===== src/rtl/matrix_vector_loader_if.sv =====
// Handshake and operand bus between the serial element feeder and the
// matrix-vector loader; the loader sits on the slave side.
interface matrix_vector_loader_if #(
    parameter int N     = 32,
    parameter int LEN   = 4,
    parameter int WIDTH = 4
);
    logic         in_valid;
    logic         in_ready;
    logic [N-1:0] in_data;
    logic         abort;
    logic         reuse_vec;
    logic         out_valid;
    logic         out_ready;
    logic [N-1:0] vectorout [LEN];
    logic [N-1:0] matrixout [WIDTH][LEN];

    modport master (
        output in_valid, in_data, abort, reuse_vec, out_ready,
        input  in_ready, out_valid, vectorout, matrixout
    );

    modport slave (
        input  in_valid, in_data, abort, reuse_vec, out_ready,
        output in_ready, out_valid, vectorout, matrixout
    );
endinterface


===== src/rtl/matrix_vector_loader.sv =====
// Collects a serial element stream into a LEN-element vector and a WIDTH x LEN
// matrix, then holds both stable for the downstream multiplier while out_valid.
module matrix_vector_loader #(
    parameter int N     = 32,
    parameter int LEN   = 4,
    parameter int WIDTH = 4
) (
    input logic                  clk,
    input logic                  reset,
    matrix_vector_loader_if.slave bus
);
    localparam int VW = (LEN > 1) ? $clog2(LEN) : 1;
    localparam int RW = (WIDTH > 1) ? $clog2(WIDTH) : 1;
    localparam logic [VW-1:0] LAST_COL = VW'(LEN - 1);
    localparam logic [RW-1:0] LAST_ROW = RW'(WIDTH - 1);

    typedef enum logic [1:0] {
        LOAD_VEC = 2'd0,
        LOAD_MAT = 2'd1,
        FULL     = 2'd2
    } state_t;

    state_t        state, state_next;
    logic [VW-1:0] vidx, vidx_next;
    logic [VW-1:0] col, col_next;
    logic [RW-1:0] row, row_next;
    logic          xfer;
    logic          vec_we;
    logic          mat_we;

    logic [N-1:0]  vec_q [LEN];
    logic [N-1:0]  mat_q [WIDTH][LEN];

    // in_ready is held low while reset is asserted so nothing is taken then.
    assign bus.in_ready  = (state != FULL) && !reset;
    assign bus.out_valid = (state == FULL);
    assign xfer          = bus.in_valid && bus.in_ready;

    always_ff @(posedge clk) begin
        if (reset) begin
            state <= LOAD_VEC;
            vidx  <= '0;
            col   <= '0;
            row   <= '0;
        end else begin
            state <= state_next;
            vidx  <= vidx_next;
            col   <= col_next;
            row   <= row_next;
        end
    end

    // abort outranks both an element transfer and the output handshake.
    always_comb begin
        state_next = state;
        vidx_next  = vidx;
        col_next   = col;
        row_next   = row;
        vec_we     = 1'b0;
        mat_we     = 1'b0;
        if (bus.abort) begin
            state_next = LOAD_VEC;
            vidx_next  = '0;
            col_next   = '0;
            row_next   = '0;
        end else begin
            case (state)
                LOAD_VEC: begin
                    if (xfer) begin
                        vec_we = 1'b1;
                        if (vidx == LAST_COL) begin
                            vidx_next  = '0;
                            state_next = LOAD_MAT;
                        end else begin
                            vidx_next = vidx + 1'b1;
                        end
                    end
                end
                LOAD_MAT: begin
                    if (xfer) begin
                        mat_we = 1'b1;
                        if (col == LAST_COL) begin
                            col_next = '0;
                            if (row == LAST_ROW) begin
                                row_next   = '0;
                                state_next = FULL;
                            end else begin
                                row_next = row + 1'b1;
                            end
                        end else begin
                            col_next = col + 1'b1;
                        end
                    end
                end
                FULL: begin
                    if (bus.out_ready) begin
                        state_next = bus.reuse_vec ? LOAD_MAT : LOAD_VEC;
                    end
                end
                default: begin
                    state_next = LOAD_VEC;
                end
            endcase
        end
    end

    // Operand storage: only the slot addressed by an accepted transfer changes.
    always_ff @(posedge clk) begin
        if (reset) begin
            for (int v = 0; v < LEN; v++) begin
                vec_q[v] <= '0;
            end
            for (int r = 0; r < WIDTH; r++) begin
                for (int c = 0; c < LEN; c++) begin
                    mat_q[r][c] <= '0;
                end
            end
        end else begin
            if (vec_we) begin
                vec_q[vidx] <= bus.in_data;
            end
            if (mat_we) begin
                mat_q[row][col] <= bus.in_data;
            end
        end
    end

    assign bus.vectorout = vec_q;
    assign bus.matrixout = mat_q;
endmodule


===== src/flat_wrapper.sv =====
// flat-port wrapper written by rule: the top's interface ports become plain ports
module matrix_vector_loader_flat 
#(
    parameter int N     = 32,
    parameter int LEN   = 4,
    parameter int WIDTH = 4
)
  (clk, reset, bus_in_valid, bus_in_data, bus_abort, bus_reuse_vec, bus_out_ready, bus_in_ready, bus_out_valid, bus_vectorout, bus_matrixout);
  matrix_vector_loader_if #(.N(N), .LEN(LEN), .WIDTH(WIDTH)) bus_i ();
  input logic clk;
  input logic reset;
  input wire logic [$bits(bus_i.in_valid)-1:0] bus_in_valid;
  input wire logic [$bits(bus_i.in_data)-1:0] bus_in_data;
  input wire logic [$bits(bus_i.abort)-1:0] bus_abort;
  input wire logic [$bits(bus_i.reuse_vec)-1:0] bus_reuse_vec;
  input wire logic [$bits(bus_i.out_ready)-1:0] bus_out_ready;
  output wire logic [$bits(bus_i.in_ready)-1:0] bus_in_ready;
  output wire logic [$bits(bus_i.out_valid)-1:0] bus_out_valid;
  output wire logic [$bits(bus_i.vectorout)-1:0] bus_vectorout;
  output wire logic [$bits(bus_i.matrixout)-1:0] bus_matrixout;
  assign bus_i.in_valid = bus_in_valid;
  assign bus_i.in_data = bus_in_data;
  assign bus_i.abort = bus_abort;
  assign bus_i.reuse_vec = bus_reuse_vec;
  assign bus_i.out_ready = bus_out_ready;
  assign bus_in_ready = bus_i.in_ready;
  assign bus_out_valid = bus_i.out_valid;
  assign bus_vectorout = {>>{bus_i.vectorout}};
  assign bus_matrixout = {>>{bus_i.matrixout}};
  matrix_vector_loader #(.N(N), .LEN(LEN), .WIDTH(WIDTH)) u_core (.clk(clk), .reset(reset), .bus(bus_i));
endmodule

===== config.mk =====
export PLATFORM = sky130hd
export DESIGN_NAME = matrix_vector_loader_flat
export DESIGN_NICKNAME = d
export VERILOG_FILES = /design/src/rtl/matrix_vector_loader_if.sv /design/src/rtl/matrix_vector_loader.sv /design/src/flat_wrapper.sv
export SDC_FILE = /design/constraint.sdc
export NUM_CORES = 1
export LEC_CHECK = 0
export ABC_AREA = 1
export CAP_MARGIN = 20
export CORE_AREA = 2 2 262 264
export CTS_CLUSTER_SIZE = 25
export DETAILED_ROUTE_END_ITERATION = 10
export DIE_AREA = 0 0 264 266
export HOLD_SLACK_MARGIN = 0.02
export PLACE_DENSITY = 0.66
export SLEW_MARGIN = 20
export SYNTH_ARGS = -nofsm -noshare
export SYNTH_HDL_FRONTEND = slang
export SYNTH_SLANG_ARGS = --single-unit

===== constraint.sdc =====
create_clock -name clk -period 4.75 [get_ports clk]
set_clock_uncertainty 0.2 [all_clocks]
set_input_delay 0.7125 -clock clk [delete_from_list [all_inputs] [get_ports clk]]
set_output_delay 0.7125 -clock clk [all_outputs]
set_load 0.01 [all_outputs]

==> out/qor.csv, run 1 <==
stage,metric,value,unit
status,status,"complete, no violations",
finish,fillers,6581,
floorplan,core area,0.06775,sq mm
global_route,largest net degree at the start of global routing,224,
cts,Root Driver,clkbuf_16,
global_route,total gr overflow,0,
yosys,"Seq/Total Area, Yosys",49.07,%
min_path,Worst Min Path Start,u_core.bus.matrixout[439],
power_and_ir_drop,LEAKAGE,13.39,nW
yosys,most numerous cell in the Yosys netlist,nor2_1,
yosys,ys flop type,dfxtp_1,
yosys,YS warnings,0,
setup_path,cell repeated most along the worst path,buf_4,
yosys,number of synthesized flops with an enable pin,0,
setup_path,startpoint types,input port,
finish,nets@finish,4187,
sta,final setup vio count,0,
cts,postcts setup bufs,0,
detailed_routing,via count,26510,
yosys,Synth top area share,49.07,%
detailed_routing,Antenna Nets Post-Route,0,
setup_path,crit end category,flip-flop,
floorplan,I/O Pins,680,
sta,Final Max Tran Viols,0,
sta,relative slew slack,27.87,%
detailed_routing,TritonRoute pass-1 iters,5,
setup_path,CP Cell Sequence,clkdlybuf4s50_1 > inv_8 > buf_4 > buf_4 > nand2_1 > nor2_1,
floorplan,die area,0.07022,sq mm
detailed_routing,routed wire length,104500,um
sta,Slew @ Worst Pin,1.082,ns
placement,port buffer count,679,
placement,GPL Wtd Cong,0.8221,
power_and_ir_drop,sequential share of power,46.8,%
yosys,number of library cell types mapped by synthesis,18,
yosys,simple logic cell fraction of the synthesized area,30.43,%
sta,final worst setup slack,1.591,ns
floorplan,Vert. Die Dim,266,um
detailed_routing,Residual DRC,0,
setup_path,Worst path max stage delay,0.85,ns
yosys,Synth Area in Adders,0.5680,%
power_and_ir_drop,Comb power frac,5.5,%
finish,layout cells sized above 1,4.943,%
cts,# hold bufs at CTS,0,
cts,# clock sinks,648,
power_and_ir_drop,Pint,8.853,mW
power_and_ir_drop,Sw Ratio,24.14,%
setup_path,critical path's slowest cell,buf_4,
sta,post-layout min period,3.159,ns
power_and_ir_drop,pwr/cell area,326.8,mW/mm^2
yosys,"FF+latch count, synth",648,
yosys,post-synthesis mux area share,0,%
setup_path,kind of critical path,in2reg,
finish,layout overhead on the synthesized area,35.09,%
yosys,cell taking the most area after synthesis,dfxtp_1,
floorplan,Starting Density,39.02,%
power_and_ir_drop,maximum vdd drop,0.2737,mV
sta,final hold violations,0,
placement,Final HPWL DP,62940,um
yosys,Compound-Gate Fraction of Synth Area,12.34,%
floorplan,die width,264,um
setup_path,worst path arrival time,3.49,ns
yosys,ys async rst share,0,%
yosys,post-synthesis xor/xnor area fraction,0,%
power_and_ir_drop,Clk pwr share,47.7,%
yosys,"top cells by count, synth","nor2_1, dfxtp_1, nand2_1",
floorplan,cell row count,96,
sta,post-route setup TNS,0,ns
cts,Num CTS Buffers,73,
detailed_routing,Iter 0 DRT Violations,3066,
setup_path,r2r startpoint,u_core.row[0],
sta,Tcrit/Tclk final,66.51,%
yosys,Mean Syn Cell Area,7.195,sq um
cts,H-tree Lvls,3,
global_route,vias in the first global route,22840,
cts,worst skew pair latency,0.61,ns
yosys,Mapped Nets,3724,
cts,clock-pin slew on the worst setup and hold paths,0.05,ns
flow_run,max cap viols,0,
detailed_routing,Avg Vias per Cell,5.226,
cts,Clock Tree Buf Depth,3,
cts,CTS tree,built,
sta,Fmax,0.3165,GHz
sta,hold slack,0.2777,ns
min_path,Worst Hold Class,reg2reg,
sta,RSZ-0062 raised after global routing,no,
cts,post-cts gate resize count,0,
global_route,first-pass GRT wire length,150900,um
yosys,post-synthesis cell count,3674,
setup_path,"Max FO, Critical Path",95,
yosys,Synth area leaders,"dfxtp_1, a21oi_1, nand3_1, nor2_1, nand2_1",
placement,dpl ws,1.087,ns
yosys,combinational family with the most area after synthesis,simple AND/OR/NAND/NOR gates,
detailed_routing,wire per inst,20.61,um
yosys,synthesized area,0.02644,sq mm
global_route,antenna violations before repair,2,
global_route,total track usage,28.27,%
setup_path,Critical Path Source,reset,
power_and_ir_drop,switching pwr,2.818,mW
setup_path,CP required,5.08,ns
## cells in the final DEF, fill, tap and decap left out
cell             synthesis  routed
ha_1                    12       8
inv_16                   0       1
nand3_1                609     609
nand4_1                  2       2
nand2_1                637     637
clkbuf_16                0      73
clkinv_16                0       1
dfxtp_1                648     648
clkinvlp_4               0       2
diode_2                  0       2
inv_8                    0       1
clkinv_1                32      31
inv_6                    0       2
nand4_2                  1       1
clkinv_8                 0       1
bufinv_16                0       2
o21ai_0                 38      38
nor2_2                   1       1
clkbuf_1               174      16
buf_4                   30      54
a21oi_1                614     614
nor2_4                   0       4
clkdlybuf4s50_1          0     679
buf_12                   0      17
clkbuf_8                 0      17
inv_1                   17      17
clkinv_2                 0      16
inv_2                   15      10
nor2_1                 686     682
ha_2                     0       4
## final cells by class
class / count / area [sq um] / area share [%]
Multi-Input combinational cell: 2600 / 11500 / 32.20
Clock buffer: 106 / 2121 / 5.939
Clock inverter: 20 / 214.0 / 0.5991
Inverter: 64 / 254.0 / 0.7113
Tap cell: 882 / 1104 / 3.090
Sequential cell: 648 / 12970 / 36.33
Antenna cell: 2 / 5.005 / 0.01401
Timing Repair Buffer: 750 / 7542 / 21.12
## cell families after synthesis
| kind of cell | Yosys count |
|---|---|
| AO/OA/AOI/OAI | 652 |
| adder cells (fa/ha/maj) | 12 |
| buffers and inverters | 426 |
| AND/OR/NAND/NOR | 1936 |
| flip-flops | 648 |
## per-stage QoR
step	cells	instance area (sq um)	util, %	total power [mW]
floorplan	3674	26440	-	5.919
global placement	4944	33360	49.25	6.215
detailed placement	4944	33370	49.25	6.217
CTS	5070	35700	52.70	11.75
global route	5072	35710	52.71	12.03
finish	5072	35710	52.71	11.67
## final timing paths
check                           depth (start not counted)                         to  slack (ns)
worst max-delay path                                    6  u_core.bus.matrixout[401]        1.59
worst min register to register                          2  u_core.bus.matrixout[439]        0.28
worst min-delay path                                    2  u_core.bus.matrixout[439]        0.28
worst max register to register                          7  u_core.bus.matrixout[127]        2.26
## critical path, delay by kind of cell
family	cells	cell delay, ns
buf+inv	4	2.39
simple gates	2	0.24
## routing by layer
| metal | track usage [%] | vias to the layer above | wire length [um] |
|---|---|---|---|
| li1 | - | 12950 | - |
| met1 | 36.20 | 12260 | 41990 |
| met2 | 44.61 | 1078 | 48060 |
| met3 | 6.063 | 226 | 8792 |
| met4 | 15.17 | 0 | 5695 |
| met5 | 0 | - | 0 |
## power by group through the flow
| stage | Clock (mW) | Combinational (mW) | Sequential [mW] |
|---|---|---|---|
| after floorplan | 0 | 0.325 | 5.59 |
| after global placement | 0 | 0.629 | 5.59 |
| after detailed placement | 0 | 0.630 | 5.59 |
| after CTS | 5.65 | 0.630 | 5.47 |
| after global routing | 5.89 | 0.680 | 5.47 |
| final | 5.56 | 0.642 | 5.47 |
## registers in the layout, indices dropped and copies added (netlist names)
signal / count
u_core.state: 2
u_core.row: 2
u_core.col: 2
u_core.vidx: 2
u_core.bus.matrixout: 512
u_core.bus.vectorout: 128
Power figures use the tool's default switching activity.
==> inputs of run 2 (changes only) <==
--- a/config.mk
+++ b/config.mk
@@ -7,12 +7,12 @@
 export LEC_CHECK = 0
 export ABC_AREA = 1
 export CAP_MARGIN = 20
-export CORE_AREA = 2 2 262 264
+export CORE_AREA = 2 2 264 266
 export CTS_CLUSTER_SIZE = 25
 export DETAILED_ROUTE_END_ITERATION = 10
-export DIE_AREA = 0 0 264 266
+export DIE_AREA = 0 0 266 268
 export HOLD_SLACK_MARGIN = 0.02
-export PLACE_DENSITY = 0.66
+export PLACE_DENSITY = 0.68
 export SLEW_MARGIN = 20
 export SYNTH_ARGS = -nofsm -noshare
 export SYNTH_HDL_FRONTEND = slang
==> constraint.sdc (replaced) <==
create_clock -name clk -period 2.9 [get_ports clk]
set_clock_uncertainty 0.2 [all_clocks]
set_input_delay 0.435 -clock clk [delete_from_list [all_inputs] [get_ports clk]]
set_output_delay 0.435 -clock clk [all_outputs]
set_load 0.01 [all_outputs]
==> run 2 against run 1 <==
Compared with the run above:
- global-route usage barely moved
- total power is 65% higher
- clock-buffer cell count fell by 1
- design area is 1.8% higher
- critical path depth down 1
- register-to-register slack got worse by 1.5 ns
- worst setup slack got worse by 1.2 ns
- cell count grew 0.57%
- clock power is 65% higher
==> out/qor.csv, run 2 (same netlist as run 1, synthesis figures left out) <==
stage,metric,value,unit
floorplan,die area,0.07129,sq mm
cts,Root Driver,clkbuf_16,
placement,port buffer count,679,
floorplan,I/O Pins,680,
cts,H-tree Lvls,3,
sta,final worst setup slack,0.3627,ns
setup_path,worst setup path endpoint,bus_in_ready,
setup_path,CP Cell Sequence,inv_1 > nand2_1 > inv_1 > nor2_1 > clkdlybuf4s50_1,
global_route,total gr overflow,0,
setup_path,CP required,2.27,ns
cts,postcts setup bufs,0,
finish,nets@finish,4214,
sta,hold slack,0.2359,ns
power_and_ir_drop,Design Power,19.23,mW
detailed_routing,Iter 0 DRT Violations,2922,
floorplan,Vert. Die Dim,268,um
setup_path,CP bufs+invs,3,
detailed_routing,via count,26810,
cts,Clock Tree Buf Depth,3,
status,status,"complete, no violations",
setup_path,Worst path max stage delay,0.54,ns
sta,final hold violations,0,
global_route,total track usage,28.24,%
placement,dpl ws,0.2169,ns
setup_path,worst path arrival time,1.90,ns
finish,max reg flops,512,
detailed_routing,routed wire length,106100,um
sta,post-route setup TNS,0,ns
detailed_routing,Antenna Nets Post-Route,0,
global_route,antenna violations before repair,4,
placement,Final HPWL DP,66200,um
setup_path,kind of critical path,reg2out,
setup_path,instance count on the critical path,5,
flow_run,max cap viols,0,
finish,layout cells sized above 1,5.574,%
sta,relative slew slack,29.61,%
global_route,vias in the first global route,23360,
cts,post-cts gate resize count,0,
power_and_ir_drop,pwr/cell area,529.1,mW/mm^2
power_and_ir_drop,maximum vdd drop,0.4198,mV
cts,worst skew pair latency,0.59,ns
cts,# hold bufs at CTS,0,
setup_path,r2r startpoint,u_core.row[0],
power_and_ir_drop,LEAKAGE,13.67,nW
finish,"most common cell after layout, fill and taps aside",nor2_1,
sta,post-layout min period,2.537,ns
cts,Num CTS Buffers,71,
detailed_routing,wire per inst,20.80,um
global_route,first-pass GRT wire length,151300,um
setup_path,crit end category,output pin,
global_route,largest net degree at the start of global routing,144,
setup_path,startpoint types,flip-flop,
cts,# clock sinks,648,
floorplan,cell row count,96,
cts,CTS tree,built,
setup_path,Reg2Reg Setup Slack,0.72,ns
setup_path,cell repeated most along the worst path,inv_1,
setup_path,R2R Path End,u_core.bus.matrixout[77],
floorplan,core area,0.06823,sq mm
setup_path,"Max FO, Critical Path",4,
sta,Fmax,0.3941,GHz
placement,GPL Wtd Cong,0.8235,
min_path,Worst Hold Class,in2reg,
setup_path,"CP delay by family, top",buffers and inverters,
finish,"commonest non-fill, non-tap cells in the layout","nor2_1, clkdlybuf4s50_1, dfxtp_1, nand2_1, a21oi_1",
floorplan,Starting Density,38.75,%
sta,RSZ-0062 raised after global routing,no,
sta,Tcrit/Tclk final,87.49,%
sta,Slew @ Worst Pin,1.049,ns
finish,layout overhead on the synthesized area,37.50,%
sta,final setup vio count,0,
sta,Final Max Tran Viols,0,
detailed_routing,Avg Vias per Cell,5.256,
setup_path,Critical Path Source,u_core.state[0],
cts,clock-pin slew on the worst setup and hold paths,0.06,ns
floorplan,die width,266,um
setup_path,critical path's slowest cell,clkdlybuf4s50_1,
setup_path,worst r2r path cells,7,
detailed_routing,Residual DRC,0,
detailed_routing,TritonRoute pass-1 iters,6,
==> run 2: cell types whose count changed in the layout (fill, tap and decap cells not counted), sizes merged <==
cell	previous run	this run
buf	71	100
inv	31	36
bufinv	2	3
clkbuf	106	105
clkinv	49	43
diode	2	3
==> run 2: metal layers <==
layer	vias up	share of wire, %	track usage, %
li1	13010	-	-
met1	12330	39	34.97
met2	1185	47	45.54
met3	286	8.3	6.103
met4	0	6.0	16.31
met5	-	0	0
==> run 2: cell type report <==
class,instances,area [sq um]
fill,6589,31880
multi-input combinational,2600,11500
timing repair buffer,779,8160
sequential,648,12970
inverter,64,247.7
antenna,3,7.507
tap,882,1104
clock buffer,105,2117
clock inverter,20,240.2
==> run 2: power by group <==
group	total [mW]	internal [mW]	switching, mW
clock	9.17	5.36	3.81
combinational	1.10	0.318	0.784
sequential	8.96	8.93	0.0278
==> run 2: worst register-to-register path, stage by stage, from the launching register on <==
cell	delay [ns]
dfxtp_1	0.39
ha_1	0.34
nand2_1	0.11
inv_2	0.46
buf_4	0.37
nand3_1	0.11
nand2_1	0.08
nor2_1	0.04
==> run 2: stage by stage <==
stage / cell area [sq um] / utilization [%] / cells
finish: 36350 / 53.28 / 5101
CTS: 36340 / 53.26 / 5098
global route: 36350 / 53.28 / 5101
detailed placement: 33980 / 49.81 / 4973
floorplan: 26440 / - / 3674
global placement: 33980 / 49.81 / 4973
==> run 2: worst min path at each step <==
stage | end | slack, ns | cells past startpoint | from
4_1_cts | u_core.bus.matrixout[167] | 0.20 | 3 | bus_in_data[7]
2_1_floorplan | u_core.row[0] | 0.28 | 2 | u_core.row[0]
3_5_place_dp | u_core.bus.matrixout[153] | 0.27 | 2 | u_core.bus.matrixout[153]
3_3_place_gp | u_core.bus.matrixout[510] | 0.26 | 2 | u_core.bus.matrixout[510]
6_report | u_core.bus.matrixout[180] | 0.24 | 3 | bus_in_data[20]
5_1_grt | u_core.bus.matrixout[167] | 0.24 | 3 | bus_in_data[7]
